===== src/rtl/shift_ser_ctrl_pkg.sv =====
// Shared types and constants for the shift_ser_ctrl serializer.
package shift_ser_ctrl_pkg;

    typedef enum logic [1:0] {
        IDLE  = 2'd0,
        SHIFT = 2'd1,
        GAP   = 2'd2,
        PAR   = 2'd3
    } state_t;

    localparam logic IDLE_LEVEL = 1'b0;

endpackage


===== src/rtl/piso_shift_reg.sv =====
// Parallel-in/serial-out shift register; load wins over shift.
module piso_shift_reg #(
    parameter int WIDTH     = 4,
    parameter bit MSB_FIRST = 1'b1
) (
    input  logic             clk,
    input  logic             reset,
    input  logic             load,
    input  logic [WIDTH-1:0] load_data,
    input  logic             shift,
    output logic             bit_out
);

    logic [WIDTH-1:0] sr_reg;
    logic [WIDTH-1:0] sr_shifted;

    // The outgoing bit always sits at one end; shifting moves the next bit there.
    generate
        if (MSB_FIRST) begin : g_msb
            assign sr_shifted = {sr_reg[WIDTH-2:0], 1'b0};
            assign bit_out    = sr_reg[WIDTH-1];
        end else begin : g_lsb
            assign sr_shifted = {1'b0, sr_reg[WIDTH-1:1]};
            assign bit_out    = sr_reg[0];
        end
    endgenerate

    always_ff @(posedge clk) begin
        if (!reset) begin
            sr_reg <= '0;
        end else if (load) begin
            sr_reg <= load_data;
        end else if (shift) begin
            sr_reg <= sr_shifted;
        end
    end

endmodule


===== src/rtl/shift_ser_ctrl.sv =====
// Serializer sequencer: valid/ready word intake, shift_en-paced serial output, idle gap.
// Optional parity bit after each word when SHIFT_SER_CTRL_PARITY_EN is defined.
module shift_ser_ctrl
    import shift_ser_ctrl_pkg::*;
#(
    parameter int WIDTH      = 4,
    parameter int GAP_CYCLES = 1,
    parameter bit MSB_FIRST  = 1'b1
) (
    input  logic             clk,
    input  logic             reset,
    input  logic             in_valid,
    output logic             in_ready,
    input  logic [WIDTH-1:0] in_data,
    input  logic             shift_en,
    output logic             serial_out,
    output logic             frame,
    output logic             busy,
    output logic             done
);

    localparam int BW = $clog2(WIDTH);
    localparam int GW = (GAP_CYCLES > 0) ? $clog2(GAP_CYCLES + 1) : 1;
    localparam logic [BW-1:0] BIT_LAST = BW'(WIDTH - 1);
    localparam logic [GW-1:0] GAP_LAST = GW'((GAP_CYCLES > 0) ? GAP_CYCLES - 1 : 0);
    localparam state_t POST_FRAME = (GAP_CYCLES == 0) ? IDLE : GAP;
    localparam logic NO_GAP = (GAP_CYCLES == 0);

    state_t          state_reg;
    logic [BW-1:0]   bit_cnt_reg;
    logic [GW-1:0]   gap_cnt_reg;
    logic            in_ready_reg;
    logic            frame_reg;
    logic            busy_reg;
    logic            done_reg;
    logic            accept;
    logic            sr_bit;
`ifdef SHIFT_SER_CTRL_PARITY_EN
    logic            parity_reg;
`endif

    assign accept = (state_reg == IDLE) && in_valid;

    piso_shift_reg #(
        .WIDTH     (WIDTH),
        .MSB_FIRST (MSB_FIRST)
    ) u_piso (
        .clk       (clk),
        .reset     (reset),
        .load      (accept),
        .load_data (in_data),
        .shift     ((state_reg == SHIFT) && shift_en),
        .bit_out   (sr_bit)
    );

    always_ff @(posedge clk) begin
        if (!reset) begin
            state_reg    <= IDLE;
            bit_cnt_reg  <= '0;
            gap_cnt_reg  <= '0;
            in_ready_reg <= 1'b1;
            frame_reg    <= 1'b0;
            busy_reg     <= 1'b0;
            done_reg     <= 1'b0;
`ifdef SHIFT_SER_CTRL_PARITY_EN
            parity_reg   <= 1'b0;
`endif
        end else begin
            done_reg <= 1'b0;
            case (state_reg)
                IDLE: begin
                    if (in_valid) begin
                        state_reg    <= SHIFT;
                        bit_cnt_reg  <= '0;
                        in_ready_reg <= 1'b0;
                        frame_reg    <= 1'b1;
                        busy_reg     <= 1'b1;
`ifdef SHIFT_SER_CTRL_PARITY_EN
                        parity_reg   <= ^in_data;
`endif
                    end
                end
                SHIFT: begin
                    if (shift_en) begin
                        if (bit_cnt_reg == BIT_LAST) begin
`ifdef SHIFT_SER_CTRL_PARITY_EN
                            state_reg    <= PAR;
`else
                            state_reg    <= POST_FRAME;
                            gap_cnt_reg  <= '0;
                            frame_reg    <= 1'b0;
                            done_reg     <= 1'b1;
                            in_ready_reg <= NO_GAP;
                            busy_reg     <= !NO_GAP;
`endif
                        end else begin
                            bit_cnt_reg <= bit_cnt_reg + 1'b1;
                        end
                    end
                end
`ifdef SHIFT_SER_CTRL_PARITY_EN
                PAR: begin
                    if (shift_en) begin
                        state_reg    <= POST_FRAME;
                        gap_cnt_reg  <= '0;
                        frame_reg    <= 1'b0;
                        done_reg     <= 1'b1;
                        in_ready_reg <= NO_GAP;
                        busy_reg     <= !NO_GAP;
                    end
                end
`endif
                GAP: begin
                    // Gap length is fixed in clock cycles, independent of shift_en.
                    if (gap_cnt_reg == GAP_LAST) begin
                        state_reg    <= IDLE;
                        in_ready_reg <= 1'b1;
                        busy_reg     <= 1'b0;
                    end else begin
                        gap_cnt_reg <= gap_cnt_reg + 1'b1;
                    end
                end
                default: begin
                    state_reg    <= IDLE;
                    in_ready_reg <= 1'b1;
                    frame_reg    <= 1'b0;
                    busy_reg     <= 1'b0;
                end
            endcase
        end
    end

    always_comb begin
        serial_out = IDLE_LEVEL;
        if (state_reg == SHIFT) begin
            serial_out = sr_bit;
        end
`ifdef SHIFT_SER_CTRL_PARITY_EN
        if (state_reg == PAR) begin
            serial_out = parity_reg;
        end
`endif
    end

    assign in_ready = in_ready_reg;
    assign frame    = frame_reg;
    assign busy     = busy_reg;
    assign done     = done_reg;

endmodule


===== config.mk =====
export PLATFORM = sky130hd
export DESIGN_NAME = shift_ser_ctrl
export DESIGN_NICKNAME = d
export VERILOG_FILES = /design/src/rtl/shift_ser_ctrl_pkg.sv /design/src/rtl/piso_shift_reg.sv /design/src/rtl/shift_ser_ctrl.sv
export SDC_FILE = /design/constraint.sdc
export NUM_CORES = 1
export LEC_CHECK = 0
export CORE_AREA = 2 2 39 41
export DETAILED_ROUTE_END_ITERATION = 7
export DIE_AREA = 0 0 41 43
export DONT_BUFFER_PORTS = 1
export GPL_TIMING_DRIVEN = 0
export PLACE_DENSITY = 0.66
export SYNTH_ARGS = -nofsm -noshare
export SYNTH_HDL_FRONTEND = slang
export SYNTH_SLANG_ARGS = --single-unit

===== constraint.sdc =====
create_clock -name clk -period 1.55 [get_ports clk]
set_clock_uncertainty 0.2 [all_clocks]
set_input_delay 0.2325 -clock clk [delete_from_list [all_inputs] [get_ports clk]]
set_output_delay 0.2325 -clock clk [all_outputs]
set_load 0.02 [all_outputs]

==> run metrics <==
outcome=completed; DIE HEIGHT=43 um; fin crit share=between 90% and 100%; largest net degree at the start of global routing=11; via count=roughly 470; Peak VDD IR=0.0003452 V; # Max-Cap Violations=0; Leak Pwr=between 0.0002 and 0.0003 uW; CTS tree=yes; Crit path arrival time=between 1.5 and 2 ns; Register Area=between 200 and 250 sq um; Slew HR=about 73%; Clk Latency, worst-skew pair=between 0.2 and 0.3 ns; Crit path required time=between 1.5 and 2 ns; post-CTS setup buffers=0; GRT Residual Overflow=0; Overall Power=between 600 and 700 uW; CTS H-Tree Depth=1; WHS=between 0.007 and 0.008 ns; fin. max-slew vios=0; synthesized flop and latch total=12; drt pass-1 iters=4; initial antenna violation count=0; power per cell area=a little over 1000 mW/mm^2; Antenna Cells=0; Cell Count, Final, Fillers Out=about 80; Num CTS Buffers=3; most frequent cells in the layout=dfxtp_1 (10), nand2_1 (5); fmax=around 0.65 GHz; PortBufs=0; Initial Util=roughly two fifths; Syn Inst Count=58; clock-pin slew on the worst setup and hold paths=approximately 0.08 ns; Hold Fails Final Rpt=0; WL/cell=between 10 and 15 um; detailed-placement wirelength estimate=774.6 um; Filler cells=~140; Crit. End Element=register; setup TNS=0 ns; worst-path maximum fanout=7; Final min period=1.545 ns; syn nets=67; initial DRC count=13; nets=between 70 and 80; I/O pin total=13; Util after Layout=around 47%; DIE AREA=~0.0018 sq mm; synth-to-layout area growth=21.21%; Core Region=between 0.001 and 0.0015 sq mm; Vias/cell=about 5.7; Cells after DPL=74; max reg flops=4; Mapped Area=536.8 sq um; register area share after synthesis=44.76%; unrepaired setup endpoints after global routing=false; vias in the first global route=between 400 and 500; placer congestion estimate=0.7139; area of the multi-input gates=about 290 sq um; Least-Margin Pin Slew=around 0.4 ns; final wirelength=1100 um; most common cell after layout, fill and taps aside=dfxtp_1; Detail Route Antenna Nets=0; layout cell share with drive strength beyond 1=~20%; final setup fails=0; # DRC=0; critical path launch point type=input port; yosys warns=0; # rows=14; Max Root-Sink Buffers=2; first-pass GRT wire length=approximately 1700 um; clk sink count=12; total track usage=roughly 15%; Hold Path Class=in -> reg; Yosys cell types=27; Root Buffer=clkbuf_4; syn avg cell area=9.255 sq um; Setup CP Type=in -> reg; Die W=41 um
routing by layer:
layer  wire, um  GRT usage, %
met2        459         19.06
met1        510         19.34
met4         41         12.00
met5          0             0
met3         88         7.330
synth_stat cells:
cell type | instances | area, sq um
dfxtp_1 | 12 | 240.2
o22ai_1 | 2 | 12.51
or4b_1 | 1 | 10.01
buf_2 | 1 | 5.000
clkbuf_1 | 1 | 3.750
mux2i_1 | 1 | 10.01
nand2_2 | 1 | 6.260
o211a_1 | 2 | 20.02
ha_1 | 1 | 12.51
a31o_2 | 1 | 8.760
a21oi_1 | 4 | 20.02
nor3b_1 | 2 | 15.01
nor2b_1 | 1 | 6.260
o311ai_0 | 1 | 8.760
nor4bb_1 | 1 | 10.01
nand2b_1 | 2 | 12.51
and3b_1 | 2 | 17.52
nand3_1 | 1 | 5.000
nand2_1 | 5 | 18.77
o21ai_0 | 2 | 10.01
a31oi_1 | 2 | 12.51
nor2_1 | 3 | 11.26
and2b_1 | 1 | 7.510
nor4_1 | 2 | 12.51
o32a_1 | 2 | 20.02
inv_1 | 3 | 11.26
or3b_1 | 1 | 8.760
per-stage QoR:
step           instance area [sq um]  setup slack (ns)
2_1_floorplan                  536.8            0.1745
5_1_grt                        650.6         0.0008039
4_1_cts                        638.1           0.01163
6_report                       650.6          0.005437
3_5_place_dp                   556.8           0.07595
3_3_place_gp                   556.8           0.02757
cell type report:
class	count	area share, %
well taps	16	3.077
plain buffers	2	3.462
multi-input cells	41	43.85
clock buffers	4	5.577
repair buffers	3	4.615
inverters	3	1.731
flip-flops and latches	12	37.69
report_power, final:
group	internal (uW)	total [uW]	switching (uW)	leakage [uW]
combinational	35.2	68.8	33.6	0.000147
sequential	325	343	18.5	0.0000998
clock	143	253	110	0.0000210
total	503	665	162	0.000268
what timing repair did:
| action | in CTS | in global routing |
|---|---|---|
| hold endpoints to repair | 11 | 0 |
| endpoints found under the setup margin | 1 | 2 |
| gates resized for setup | 6 | 5 |
| hold buffers | 3 | 0 |
path summary, 6_finish.rpt:
path,from,to,slack [ns],cells past startpoint
max,shift_en,bit_cnt_reg[1],0.005,4
max reg2reg,bit_cnt_reg[0],bit_cnt_reg[1],0.06,3
min,shift_en,busy,0.007,2
min reg2reg,u_piso.sr_reg[3],u_piso.sr_reg[3],0.28,2
critical path, stage by stage:
cell and delay [ns]:
dlygate4sd3_1 0.56, nand2_2 0.11, or4b_4 0.53, a21oi_2 0.13
logic make-up (layout without fill, tap and decap cells):
logic type / Yosys count / after routing / synth area share (%)
AO/OA/AOI/OAI: 16 / 16 / 20.98
multiplexers: 1 / 1 / 1.865
flip-flops: 12 / 12 / 44.76
AND/OR/NAND/NOR: 23 / 23 / 26.34
buffers and inverters: 5 / 12 / 3.728
adder cells (fa/ha/maj): 1 / 1 / 2.331
Power figures use the tool's default switching activity.
==> RTL change: new RTL, same flow settings <==
Make the reset (`reset`) asynchronous in 2 clocked blocks.
--- a/src/rtl/piso_shift_reg.sv
+++ b/src/rtl/piso_shift_reg.sv
@@ -25,7 +25,7 @@
         end
     endgenerate
 
-    always_ff @(posedge clk) begin
+    always_ff @(posedge clk or negedge reset) begin
         if (!reset) begin
             sr_reg <= '0;
         end else if (load) begin
--- a/src/rtl/shift_ser_ctrl.sv
+++ b/src/rtl/shift_ser_ctrl.sv
@@ -53,7 +53,7 @@
         .bit_out   (sr_bit)
     );
 
-    always_ff @(posedge clk) begin
+    always_ff @(posedge clk or negedge reset) begin
         if (!reset) begin
             state_reg    <= IDLE;
             bit_cnt_reg  <= '0;
Function: differs if reset is asserted again (counterexample within 4 cycles, from zero or initial values and one cycle with reset low); with reset held inactive, the same outputs for 10 cycles.
==> RTL change against the unedited design <==
Synthesized cell count shrank 14%. Setup slack better by 0.027 ns. Sequential cell count unchanged. Final area is 11% higher. Area after synthesis is 3.7% higher. First-iteration DRC count is 23% lower. Global-route usage down 0.46 points. Hold slack better by 0.026 ns. Wire length about the same.
Power is not compared: it rests on default switching activity, and its combinational part moved more than twofold at a synthesized area within 25%.
==> RTL change: results <==
set metrics [dict create \
    yosys-top-cells-count "sky130_fd_sc_hd__dfrtp_1 (11), sky130_fd_sc_hd__nand2_1 (6), sky130_fd_sc_hd__a21oi_1 (4), sky130_fd_sc_hd__nand3_1 (4)" \
    cp_top_family "flip-flops" \
    grtUsageTotal_pct 14.9 \
    synth-warning-count 0 \
    dp_worst_setup_slack_ns -0.0521 \
    synthesis.instances 50 \
    final_cells 81 \
    power.static_leakage_uw 0.000331 \
    ys_async_sr_fraction_pct 100 \
    switchingPower_uw 442 \
    grt_max_degree 13 \
    syn-num-nets 59 \
    final_layout_size_suffix_gt1_share_pct 26.2 \
    post_dp_cell_area_um2 579 \
    worst-path-max-fanout 6 \
    vias 429 \
    clkLatencyLatePin_ns 0.27 \
    timing.slew.headroom_pct 64.5 \
    wl_met3_um 66 \
    post-place-cells 66 \
    largest_register_ffs 4 \
    seq_area_frac_synth_pct 54.2 \
    clock_tree.htree_level_count 1 \
    grt_pass1_wl_um 1730 \
    avgRoutedWirePerCell_um 13.6 \
    finalWeightedCongestion 0.688 \
    drt-initial-drc-count 10 \
    detailed_place_hpwl_um 726 \
    met2WireLength_um 548 \
    maximum_buffer_depth_of_the_clock_tree 2 \
    diodes 0 \
    run_status "finished clean" \
    vias_in_the_first_global_route 420 \
    setup_viol_count_final 0 \
    clockRootBuffer "sky130_fd_sc_hd__clkbuf_4" \
    antenna_found_initial 0 \
    dr.pass1.iters 4 \
    detail_route.wirelength.met1_um 476 \
    numPortBuffers 0 \
    critical_path.max_stage_delay_ns 0.46 \
    nets 75 \
    clock_edge_transition_at_the_registers_on_the_reported_setup_and_hold_paths_ns 0.08 \
    cp_data_arrival_time_ns 1.09 \
    numCtsBuffers 3 \
    synth.area.top_cells "sky130_fd_sc_hd__dfrtp_1 (49%), sky130_fd_sc_hd__dfstp_2 (4.7%), sky130_fd_sc_hd__nand2_1 (4.0%)" \
    worstHoldPathType "in2reg" \
    synth.distinct_cells 25 \
    critPathSlowestCell "sky130_fd_sc_hd__dfrtp_2" \
    highest_layer "met4" \
]
==> RTL change: layout make-up <==
type	count	area, um2
well taps	16	20.0
inverters	2	7.51
fillers	135	659
repair buffers	11	100
multi-input cells	35	256
clock buffers	4	26.3
flip-flops and latches	12	303
plain buffers	1	11.3
==> RTL change: power by group through the flow <==
stage               Sequential (uW)  Combinational, uW  Clock, uW
CTS                             592                434        209
detailed placement              582                377          0
global placement                573                355          0
global route                    598                511        233
finish                          583                457        200
floorplan                       561                317          0
==> RTL change: kinds of logic after synthesis <==
group | synth area share (%)
compound gates | 12.8
simple gates | 24.7
buf+inv | 3.37
mux | 2.70
fa+ha+maj | 2.25
flops | 54.2
==> RTL change: per-layer routing <==
| metal | track usage [%] | vias to the layer above |
|---|---|---|
| li1 | - | 207 |
| met3 | 5.24 | 2 |
| met1 | 19.7 | 208 |
| met4 | 8.00 | 0 |
| met5 | 0 | - |
| met2 | 20.6 | 12 |
==> RTL change: final timing paths <==
path	startpoint	end	slack (ns)	cells past startpoint
max	state_reg[1]$_DFFE_PN0P_	serial_out	0.03	2
min	shift_en	busy$_DFFE_PN0P_	0.03	2
max reg2reg	bit_cnt_reg[1]$_DFFE_PN0P_	bit_cnt_reg[0]$_DFFE_PN0P_	0.04	4
min reg2reg	u_piso.sr_reg[0]$_DFFE_PN0P_	u_piso.sr_reg[1]$_DFFE_PN0P_	0.30	2
max in group asynchronous	reset	state_reg[1]$_DFFE_PN0P_	0.60	1
min in group asynchronous	reset	u_piso.sr_reg[1]$_DFFE_PN0P_	0.17	1
==> RTL change: timing repair <==
item,CTS,global route
buffers inserted,1,3
hold buffers,7,0
resized for setup,4,0
endpoints found under the setup margin,2,2
endpoints found under the hold margin,18,0
pin swaps,2,0
